==> src/rtl/spi_slave_ctrl.sv <==
// spi_slave_ctrl: SPI slave that deserialises MOSI command frames and serialises RAM read data onto MISO
module spi_slave_ctrl #(
    parameter int FRAME_W = 10,
    parameter int DATA_W  = 8
) (
    input  logic               clk,
    input  logic               rst_n,
    input  logic               ss_n,
    input  logic               mosi,
    output logic               miso,
    output logic [FRAME_W-1:0] rx_data,
    output logic               rx_valid,
    input  logic [DATA_W-1:0]  tx_data,
    input  logic               tx_valid
);
    localparam int CW = $clog2(FRAME_W + 1);
    localparam int TW = $clog2(DATA_W + 2);
    localparam logic [CW-1:0] LAST = CW'(FRAME_W - 1);
    localparam logic [CW-1:0] FULL = CW'(FRAME_W);
    localparam logic [TW-1:0] TX_LOAD = TW'(DATA_W + 1);

    typedef enum logic [2:0] {IDLE, CHK_CMD, WRITE, READ_ADD, READ_DATA} state_t;

    state_t             state, state_d;
    logic [FRAME_W-1:0] sr, sr_d, rx_data_d;
    logic [CW-1:0]      bit_cnt, bit_cnt_d;
    logic [DATA_W-1:0]  tx_sr, tx_sr_d;
    logic [TW-1:0]      tx_cnt, tx_cnt_d;
    logic               rd_addr_held, held_d, rx_valid_d, miso_d;

    always_ff @(posedge clk) begin
        if (!rst_n) begin
            state        <= IDLE;
            sr           <= '0;
            bit_cnt      <= '0;
            rx_data      <= '0;
            rx_valid     <= 1'b0;
            miso         <= 1'b0;
            rd_addr_held <= 1'b0;
            tx_sr        <= '0;
            tx_cnt       <= '0;
        end else begin
            state        <= state_d;
            sr           <= sr_d;
            bit_cnt      <= bit_cnt_d;
            rx_data      <= rx_data_d;
            rx_valid     <= rx_valid_d;
            miso         <= miso_d;
            rd_addr_held <= held_d;
            tx_sr        <= tx_sr_d;
            tx_cnt       <= tx_cnt_d;
        end
    end

    always_comb begin
        state_d = state;
        if (state == IDLE)
            state_d = ss_n ? IDLE : CHK_CMD;
        else if (ss_n)
            state_d = IDLE;
        else if (state == CHK_CMD)
            state_d = !mosi ? WRITE : rd_addr_held ? READ_DATA : READ_ADD;
    end

    // tx_cnt: 0 = waiting for RAM data, DATA_W+1..2 = shifting out, 1 = readout finished
    always_comb begin
        sr_d       = sr;
        bit_cnt_d  = bit_cnt;
        rx_data_d  = rx_data;
        rx_valid_d = 1'b0;
        miso_d     = 1'b0;
        held_d     = rd_addr_held;
        tx_sr_d    = tx_sr;
        tx_cnt_d   = tx_cnt;
        if (ss_n || state == IDLE) begin
            bit_cnt_d = '0;
            tx_cnt_d  = '0;
        end else if (state == CHK_CMD) begin
            sr_d      = {{(FRAME_W-1){1'b0}}, mosi};
            bit_cnt_d = CW'(1);
        end else if (bit_cnt != FULL) begin
            sr_d      = {sr[FRAME_W-2:0], mosi};
            bit_cnt_d = bit_cnt + 1'b1;
            if (bit_cnt == LAST) begin
                rx_data_d  = sr_d;
                rx_valid_d = 1'b1;
                held_d     = state == READ_ADD ? 1'b1 : state == READ_DATA ? 1'b0 : rd_addr_held;
            end
        end else if (state == READ_DATA) begin
            if (tx_cnt == '0 && tx_valid) begin
                tx_sr_d  = tx_data;
                tx_cnt_d = TX_LOAD;
            end else if (tx_cnt > TW'(1)) begin
                miso_d   = tx_sr[DATA_W-1];
                tx_sr_d  = {tx_sr[DATA_W-2:0], 1'b0};
                tx_cnt_d = tx_cnt - 1'b1;
            end
        end
    end
endmodule

==> config.mk <==
export PLATFORM = sky130hd
export DESIGN_NAME = spi_slave_ctrl
export DESIGN_NICKNAME = d
export VERILOG_FILES = /design/src/rtl/spi_slave_ctrl.sv
export SDC_FILE = /design/constraint.sdc
export NUM_CORES = 1
export LEC_CHECK = 0
export CAP_MARGIN = 20
export CORE_ASPECT_RATIO = 2
export CORE_MARGIN = 2
export CORE_UTILIZATION = 53
export DETAILED_ROUTE_END_ITERATION = 6
export PLACE_DENSITY_LB_ADDON = 0.08
export SYNTH_ARGS = -nofsm -noshare
export SYNTH_HDL_FRONTEND = slang
export SYNTH_SLANG_ARGS = --single-unit
==> constraint.sdc <==
create_clock -name clk -period 2.4 [get_ports clk]
set_input_delay 0.6 -clock clk [delete_from_list [all_inputs] [get_ports clk]]
set_output_delay 0.6 -clock clk [all_outputs]
set_load 0.01 [all_outputs]
# Word level (Yosys, flattened, before mapping)
# Cells that the tools add are included.
# word_totals
regBits	41
output_inout_bits	12
# classes
n_addsub	2
order_cmp	1
eq_ne	5
mux	17
n_bitwise	6
n_reduce_logical	17
# op_table
op	n
2-to-1 mux 9 bit	2
2-to-1 mux 8 bit	2
2-to-1 mux 3 bit	5
AND reduction 5 bit	2
2-to-1 mux 4 bit	2
AND reduction 4 bit	2
OR reduction 7 bit	1
2-to-1 mux 1 bit	6
NOT 1 bit	6
nonzero test 2 bit	3
adder 4 x 1 -> 4 bit (second input constant)	1
equality test 4 bit (second input constant)	1
> comparator 4 x 1 -> 1 bit (second input constant)	1
zero test 4 bit	1
!= test 4 bit (second input constant)	1
OR reduction 4 bit	1
subtractor 4 x 1 -> 4 bit (second input constant)	1
equality test 3 x 1 -> 1 bit (second input constant)	1
equality test 3 x 2 -> 1 bit (second input constant)	1
equality test 3 bit (second input constant)	1
zero test 3 bit	1
nonzero test 3 bit	1
OR reduction 3 bit	1
AND reduction 2 bit	1
other kinds (3)	3

# Longest topological paths before layout
# Gate-level depths: netlist of run 1.
# logic_depth
ltp_word	5
ltp_mapped	9
mapped_depth_nobuf	7

# Least setup slack after synthesis of run 1
# No wires, ideal clock.
# synth_timing
path_kind	register -> register
from	register bit_cnt[0]
to	register sr[1]
setup_ns	0.126
t_arrival_ns	1.553
t_required_ns	2.274
path_slack_ns	0.721
path_stages_with_launch	8
path_buffers	1
cell_sequence	dfxtp_1 -> inv_1 -> ha_1 -> and3b_1 -> buf_4 -> or2_1 -> a21oi_4 -> o22ai_1
# synth_via
elab_chain_cells	3
# synth_rtl
item	line_no	rtl
from (decl)	26	logic [CW-1:0] bit_cnt, bit_cnt_d;
from (signal assigned)	45	bit_cnt <= bit_cnt_d;
!= test 4 bit	81	end else if (bit_cnt != FULL) begin
nonzero test 2 bit (no source line)	n/a	
AND reduction 2 bit (no source line)	n/a	
to (signal assigned)	44	sr <= sr_d;
to (decl)	25	logic [FRAME_W-1:0] sr, sr_d, rx_data_d;
# No other way between the ends.
# A chain may end at the register's enable or synchronous reset.

# Final worst setup path of run 1
# layout_timing
from	register bit_cnt[0]
to	register tx_sr[0]
# layout_via
elab_chain_cells	3
# layout_rtl
item	line_no	rtl
!= test 4 bit	81	
NOT 1 bit (no source line)	n/a	
AND reduction 5 bit (no source line)	n/a	
to (signal assigned)	50	tx_sr <= tx_sr_d;
to (decl)	27	logic [DATA_W-1:0] tx_sr, tx_sr_d;
# No other way between the ends.

==> summary.md, run 1 <==
| Metric | Value |
|---|---|
| Pins Over Slew Limit | 0 |
| Clk_skew | 0.00616 ns |
| Initial DRC count | 23 |
| Clk sinks | 41 |
| Share of cells above drive strength 1 | 0.0892 |
| Via density | approximately 5.5 |
| Crit start category | register |
| Fin. Hold Viols | 0 |
| R2R Path End | tx_sr[0]$_SDFFE_PN0P_ |
| Synthesized area per cell | between 9 and 10 sq um |
| Critical path origin | bit_cnt[0]$_SDFFE_PP0N_ |
| Via count | 1354 |
| Largest cells by area after synthesis | dfxtp_1 (46%), mux2i_1 (9.5%), nand2_1 (5.0%) |
| Register area | 821 sq um |
| Setup CP Type | reg2reg |
| Flops & latches, synth | 41 |
| Fin crit period | 2.01 ns |
| IO Port Bufs | 24 |
| Hold slack | about 0.47 ns |
| Nets | 230 |
| Post-synth top area share | 0.457 |
| Largest net degree at the start of global routing | 32 |
| Initial Util | 0.562 |
| Setup violators final | 0 |
| FF-to-FF setup slack | roughly 0.4 ns |
| CTS Buffer Depth | 2 |
| Non-filler cells in the finished layout | ~240 |
| Initial antenna violation count | 0 |
| Syn Nets | between 200 and 250 |
| Ant. Diodes | 0 |
| Routed WL per cell | 14.0 um |
| Resized cells post-CTS | 0 |
| Max VDD drop | 0.655 mV |
| Worst path arrival time | approximately 2.2 ns |
| Root Driver | clkbuf_8 |
| Vias in the first global route | approximately 1400 |
| Hold Path Depth | 2 |
| Crit share post-route | 0.837 |
| PwrDens | ~570 nW/um^2 |
| RSZ-0062 raised after global routing | no |
| DRC Markers | 0 |
| Final setup TNS | 0 ns |
| DP Cell Count | approximately 240 |
| Mapped Area | 1800 sq um |
| # fillers | 280 |
| CP Capture Type | register |
| Post-synthesis sequential area ratio | 0.457 |
| Inserted Clock Buffers | 5 |
| Post-route ant nets | 0 |
| Gpl congestion | between 0.7 and 0.8 |
| Reg2reg path depth | 7 |
| Setup repair bufs after CTS | 0 |
| DIE AREA | around 3900 sq um |
| Status | completed |
| Worst-Skew Late Latency | 0.29 ns |
| Area Growth Syn to Fin | 19.9% |
| Commonest non-fill, non-tap cell in the layout | dfxtp_1 |
| Most frequent cells in the layout | dfxtp_1 (41), nand2_1 (24), clkdlybuf4s50_1 (24) |
| Hold_buf cts | 0 |
| Synth unique cells | 42 |
| First-pass GRT wire length | 6.16 mm |
| Worst slew margin | 0.429 |
| Area of the multi-input gates | around 900 sq um |
| Die Y | 86.3 um |
| Max-Cap Viols | 0 |
| Post-Syn Instances | 185 |
| I/O pin cnt | 25 |
| CTS tree | yes |
| Hold Startpoint | tx_sr[7]$_SDFFE_PN0P_ |
| Grt total ovfl | 0 |
| Fin util | 0.674 |
| Leakage power | 0.832 nW |
| HPWL after DPL | 2.56 mm |
| Clock transition at path regs | approximately 0.080 ns |
| Core ar. | between 3000 and 4000 sq um |
| All-Layer GR Usage | 0.208 |
| Hold Path Sink | miso$_SDFF_PP0_ |
| Rows | 29 |
| Post-placement cell area | 2050 sq um |
| Req. time, crit path | ~2.6 ns |
| DIE WIDTH | between 40 and 50 um |
| Synth warn | 0 |
| Worst Tran Pin Value | approximately 0.85 ns |
| Max Fanout on Critical Path | 15 |
| Worst Hold Class | reg2reg |
| Fmax | between 400 and 500 MHz |
| Post-Route WL | between 3 and 4 mm |
| Post-synth top area cell | dfxtp_1 |
| Iteration count of the initial detailed-routing pass | 4 |
| H-Tree Depth | 2 |
| Reg2reg start | bit_cnt[0]$_SDFFE_PP0N_ |
| Final instance area | 2150 sq um |
## power by group
part / switching, mW / internal (mW) / leakage [nW]
combinational: 0.0306 / 0.0348 / 0.447
clock: 0.225 / 0.260 / 0.0542
sequential: 0.00260 / 0.682 / 0.330
## sequential cells by signal, summed over array words and instances (netlist names), 3 cells and up
name and count:
rx_data 10, sr 9, tx_sr 8, bit_cnt 4, tx_cnt 4, state 3
## worst max-delay path by stage
stage | end | slack [ns] | cells after the start
final | tx_sr[0]$_SDFFE_PN0P_ | 0.39 | 7
after global routing | tx_sr[7]$_SDFFE_PN0P_ | 0.14 | 7
after CTS | tx_sr[0]$_SDFFE_PN0P_ | 0.37 | 7
after detailed placement | tx_sr[0]$_SDFFE_PN0P_ | 0.16 | 5
after global placement | tx_sr[3]$_SDFFE_PN0P_ | 0.21 | 5
after floorplan | sr[1]$_SDFFE_PN0P_ | 0.72 | 7
## cell usage after synthesis
master and n:
o211a_1 7, o31ai_1 1, nand3_2 1, nand2b_1 1
nand3_1 3, o21a_1 3, nor4_4 1, o22ai_1 8
and3_2 1, nor2b_1 13, nor3b_1 1, nand4b_1 1
dfxtp_1 41, nor3_4 1, and3_1 1, dlygate4sd1_1 1
nor3_1 3, nor4_1 1, buf_2 3, or2_1 1
a21boi_0 1, a21oi_4 1, mux2i_1 17, or3_1 1
nor2_1 10, nor2_2 1, a21oi_1 6, a41o_1 1
buf_4 2, nand3b_1 1, inv_1 5, and3b_1 1
ha_1 5, a31oi_1 3, clkbuf_1 1, o21ai_0 6
buf_6 1, nand2_1 24, xnor2_1 2, a211oi_1 1
xor2_1 1, and2b_2 1
## area by class of cell
class / count / area share
Clock inverter: 1 / 0.00233
Tap cell: 31 / 0.0180
Multi-Input combinational cell: 131 / 0.419
Sequential cell: 41 / 0.381
Clock buffer: 7 / 0.0448
Timing Repair Buffer: 28 / 0.126
Inverter: 5 / 0.00872
## kinds of logic (layout without fill, tap and decap cells)
kind of cell / after synthesis / in the layout / share of synthesized area
flip-flops: 41 / 41 / 0.457
multiplexers: 17 / 17 / 0.0948
AND/OR/NAND/NOR: 68 / 68 / 0.208
AO/OA/AOI/OAI: 38 / 38 / 0.151
buffers and inverters: 13 / 41 / 0.0404
XOR/XNOR: 3 / 3 / 0.0146
adder cells (fa/ha/maj): 5 / 5 / 0.0348
## routing by layer
| metal | wire (um) | GRT usage | share of wire | up-vias |
|---|---|---|---|---|
| met5 | 0 | 0 | 0 | - |
| met4 | 82 | 0.0829 | 0.024 | 0 |
| met3 | 93 | 0.0417 | 0.027 | 7 |
| met2 | 1830 | 0.361 | 0.54 | 20 |
| met1 | 1420 | 0.236 | 0.41 | 626 |
| li1 | - | - | - | 701 |
## stage by stage
step	power, mW	setup slack (ns)
after floorplan	0.734	0.721
after global placement	0.765	0.206
after detailed placement	0.766	0.159
after CTS	1.25	0.368
after global routing	1.29	0.144
final	1.23	0.391
## worst max-delay path, cell delays in order (launching register included)
cell,delay (ns)
dfxtp_1,0.35
inv_1,0.10
ha_1,0.24
and3b_1,0.33
nand3_2,0.18
nor3_4,0.44
nand3_1,0.12
a21boi_0,0.18
(Power assumes the default switching activity.)
==> run 2, diff against run 1 <==
--- a/config.mk
+++ b/config.mk
@@ -8,7 +8,7 @@
 export CAP_MARGIN = 20
 export CORE_ASPECT_RATIO = 2
 export CORE_MARGIN = 2
-export CORE_UTILIZATION = 53
+export CORE_UTILIZATION = 48
 export DETAILED_ROUTE_END_ITERATION = 6
 export PLACE_DENSITY_LB_ADDON = 0.08
 export SYNTH_ARGS = -nofsm -noshare
==> constraint.sdc (replaced) <==
create_clock -name clk -period 1.8 [get_ports clk]
set_input_delay 0.45 -clock clk [delete_from_list [all_inputs] [get_ports clk]]
set_output_delay 0.45 -clock clk [all_outputs]
set_load 0.01 [all_outputs]
==> summary.md, run 2 (synthesis results as in run 1) <==
| Metric | Value |
|---|---|
| Switching share of power | 0.195 |
| CTS tree | yes |
| DIE WIDTH | 47.2 um |
| Critical path origin | tx_cnt[1]$_SDFFE_PP0P_ |
| Fin util | 0.659 |
| Fmax | about 600 MHz |
| Largest registers | rx_data (10), sr (9), tx_sr (8) |
| WL met2 | about 2.1 mm |
| Area Growth Syn to Fin | 32.5% |
| Max VDD drop | approximately 0.71 mV |
| Worst Tran Pin Value | between 0.4 and 0.5 ns |
| Leakage power | around 0.9 nW |
| Pins Over Slew Limit | 0 |
| Crit share post-route | 0.950 |
| CTS Buffer Depth | 2 |
| Root Driver | clkbuf_8 |
| # fillers | around 320 |
| Worst slew margin | 0.684 |
| Vias in the first global route | ~1500 |
| Initial Util | 0.498 |
| Clk_skew | between 0.01 and 0.015 ns |
| Post-Route WL | roughly 3.8 mm |
| Cell family with most CP delay | simple AND/OR/NAND/NOR gates |
| Clock power share | 0.463 |
| Clk sinks | 41 |
| Setup CP Type | reg2reg |
| FF-to-FF setup slack | between 0.08 and 0.09 ns |
| Routed WL per cell | 13.7 um |
| RSZ-0062 raised after global routing | no |
| Clock transition at path regs | around 0.080 ns |
| Max Fanout on Critical Path | 8 |
| Hold Startpoint | tx_sr[7]$_SDFFE_PN0P_ |
| WL met3 | 117 um |
| All-Layer GR Usage | 0.197 |
| Fin crit period | approximately 1.7 ns |
| Non-filler cells in the finished layout | between 200 and 300 |
| Ant. Diodes | 0 |
| Via density | 5.32 |
| Max-Cap Viols | 0 |
| Inserted Clock Buffers | 5 |
| Nets | 243 |
| Crit start category | register |
| CP Capture Type | register |
| Max reg flops | 10 |
| Largest register by flop count | rx_data |
| Req. time, crit path | 1.99 ns |
| IO Port Bufs | 24 |
| DIE AREA | ~4300 sq um |
| Status | completed |
| HPWL after DPL | between 2 and 3 mm |
| Top sig layer | met4 |
| Worst Hold Class | reg2reg |
| Share of cells above drive strength 1 | 0.181 |
| Switching pwr | 0.366 mW |
| DRC Markers | 0 |
| DP Cell Count | ~260 |
| Worst Path Buf+Inv | 2 |
| Worst-Skew Late Latency | between 0.2 and 0.3 ns |
| First-pass GRT wire length | between 6 and 7 mm |
| Initial antenna violation count | 0 |
| Internal power | between 1.5 and 2 mW |
| Gpl congestion | between 0.7 and 0.8 |
| Setup violators final | 0 |
| Core ar. | about 3600 sq um |
| Sequential share of power | 0.485 |
| Iteration count of the initial detailed-routing pass | 4 |
| I/O pin cnt | 25 |
| Final setup TNS | 0 ns |
| Rows | 31 |
| Combinational fraction of design power | 0.052 |
| Post-route ant nets | 0 |
| PwrDens | 790 nW/um^2 |
| Wl on met1 | about 1.4 mm |
| Die Y | between 90 and 100 um |
| Worst path arrival time | around 1.9 ns |
| Most frequent cells in the layout | dfxtp_1 (39), nand2_1 (24), clkdlybuf4s50_1 (24) |
| Reg2reg start | tx_cnt[1]$_SDFFE_PP0P_ |
| Slowest-stage cell, CP | dfxtp_2 |
| Commonest non-fill, non-tap cell in the layout | dfxtp_1 |
| Crit-path cells | inv_2, ha_2, nor2b_2, o21a_1, nor3_4, buf_12, nand2_1, o211a_1 |
| H-Tree Depth | 2 |
| Fin. Hold Viols | 0 |
| Initial DRC count | 16 |
| Max incr delay on CP | 0.36 ns |
| Largest net degree at the start of global routing | 32 |
| Via count | 1464 |
| Grt total ovfl | 0 |
run 2: final timing paths:
kind,end,cells past startpoint
setup / recovery,tx_sr[3]$_SDFFE_PN0P_,8
setup reg to reg,tx_sr[3]$_SDFFE_PN0P_,8
hold reg to reg,miso$_SDFF_PP0_,2
hold / removal,miso$_SDFF_PP0_,2
run 2: layer usage:
layer / global-route usage / up-vias
met2: 0.342 / 29
met4: 0.104 / 0
li1: - / 734
met3: 0.0420 / 12
met5: 0 / -
met1: 0.198 / 689
run 2: repair_timing:
item / CTS / global route
resized for setup: 0 / 12
hold buffers: 0 / 0
buffers inserted: 0 / 3
setup endpoints to repair: 0 / 19
run 2: final cells by class:
type / count / area [sq um] / share of cell area
Clock buffer: 5 / 68.8 / 0.0289
Clock inverter: 3 / 65.1 / 0.0274
Inverter: 5 / 18.8 / 0.00789
Multi-Input combinational cell: 131 / 931 / 0.391
Sequential cell: 41 / 823 / 0.346
Tap cell: 49 / 61.3 / 0.0258
Timing Repair Buffer: 41 / 410 / 0.173
run 2: through the flow:
stage / hold WS [ns] / worst slack (ns) / total power [mW] / instance area [sq um]
5_1_grt: 0.481 / 0.00469 / 1.93 / 2380
3_5_place_dp: 0.452 / -0.0890 / 1.03 / 2170
2_1_floorplan: 0.414 / 0.121 / 0.979 / 1800
6_report: 0.461 / 0.0899 / 1.88 / 2380
3_3_place_gp: 0.456 / -0.0693 / 1.03 / 2170
4_1_cts: 0.463 / 0.00546 / 1.90 / 2300
run 2: worst register-to-register path, delay by kind of cell (launching register included):
| kind | cells | cell delay [ns] |
|---|---|---|
| AOI/OAI and AO/OA | 2 | 0.34 |
| and+or+nand+nor | 3 | 0.50 |
| buffers and inverters | 2 | 0.22 |
| adders and majority gates | 1 | 0.17 |
| DFF | 1 | 0.36 |
run 2: power groups by stage:
stage                     registers (mW)  logic (mW)  clock network, mW
after global placement             0.934      0.0958                  0
after global routing               0.913       0.107              0.915
after CTS                          0.912      0.0978              0.888
after floorplan                    0.933      0.0456                  0
final                              0.912      0.0975              0.870
after detailed placement           0.934      0.0969                  0
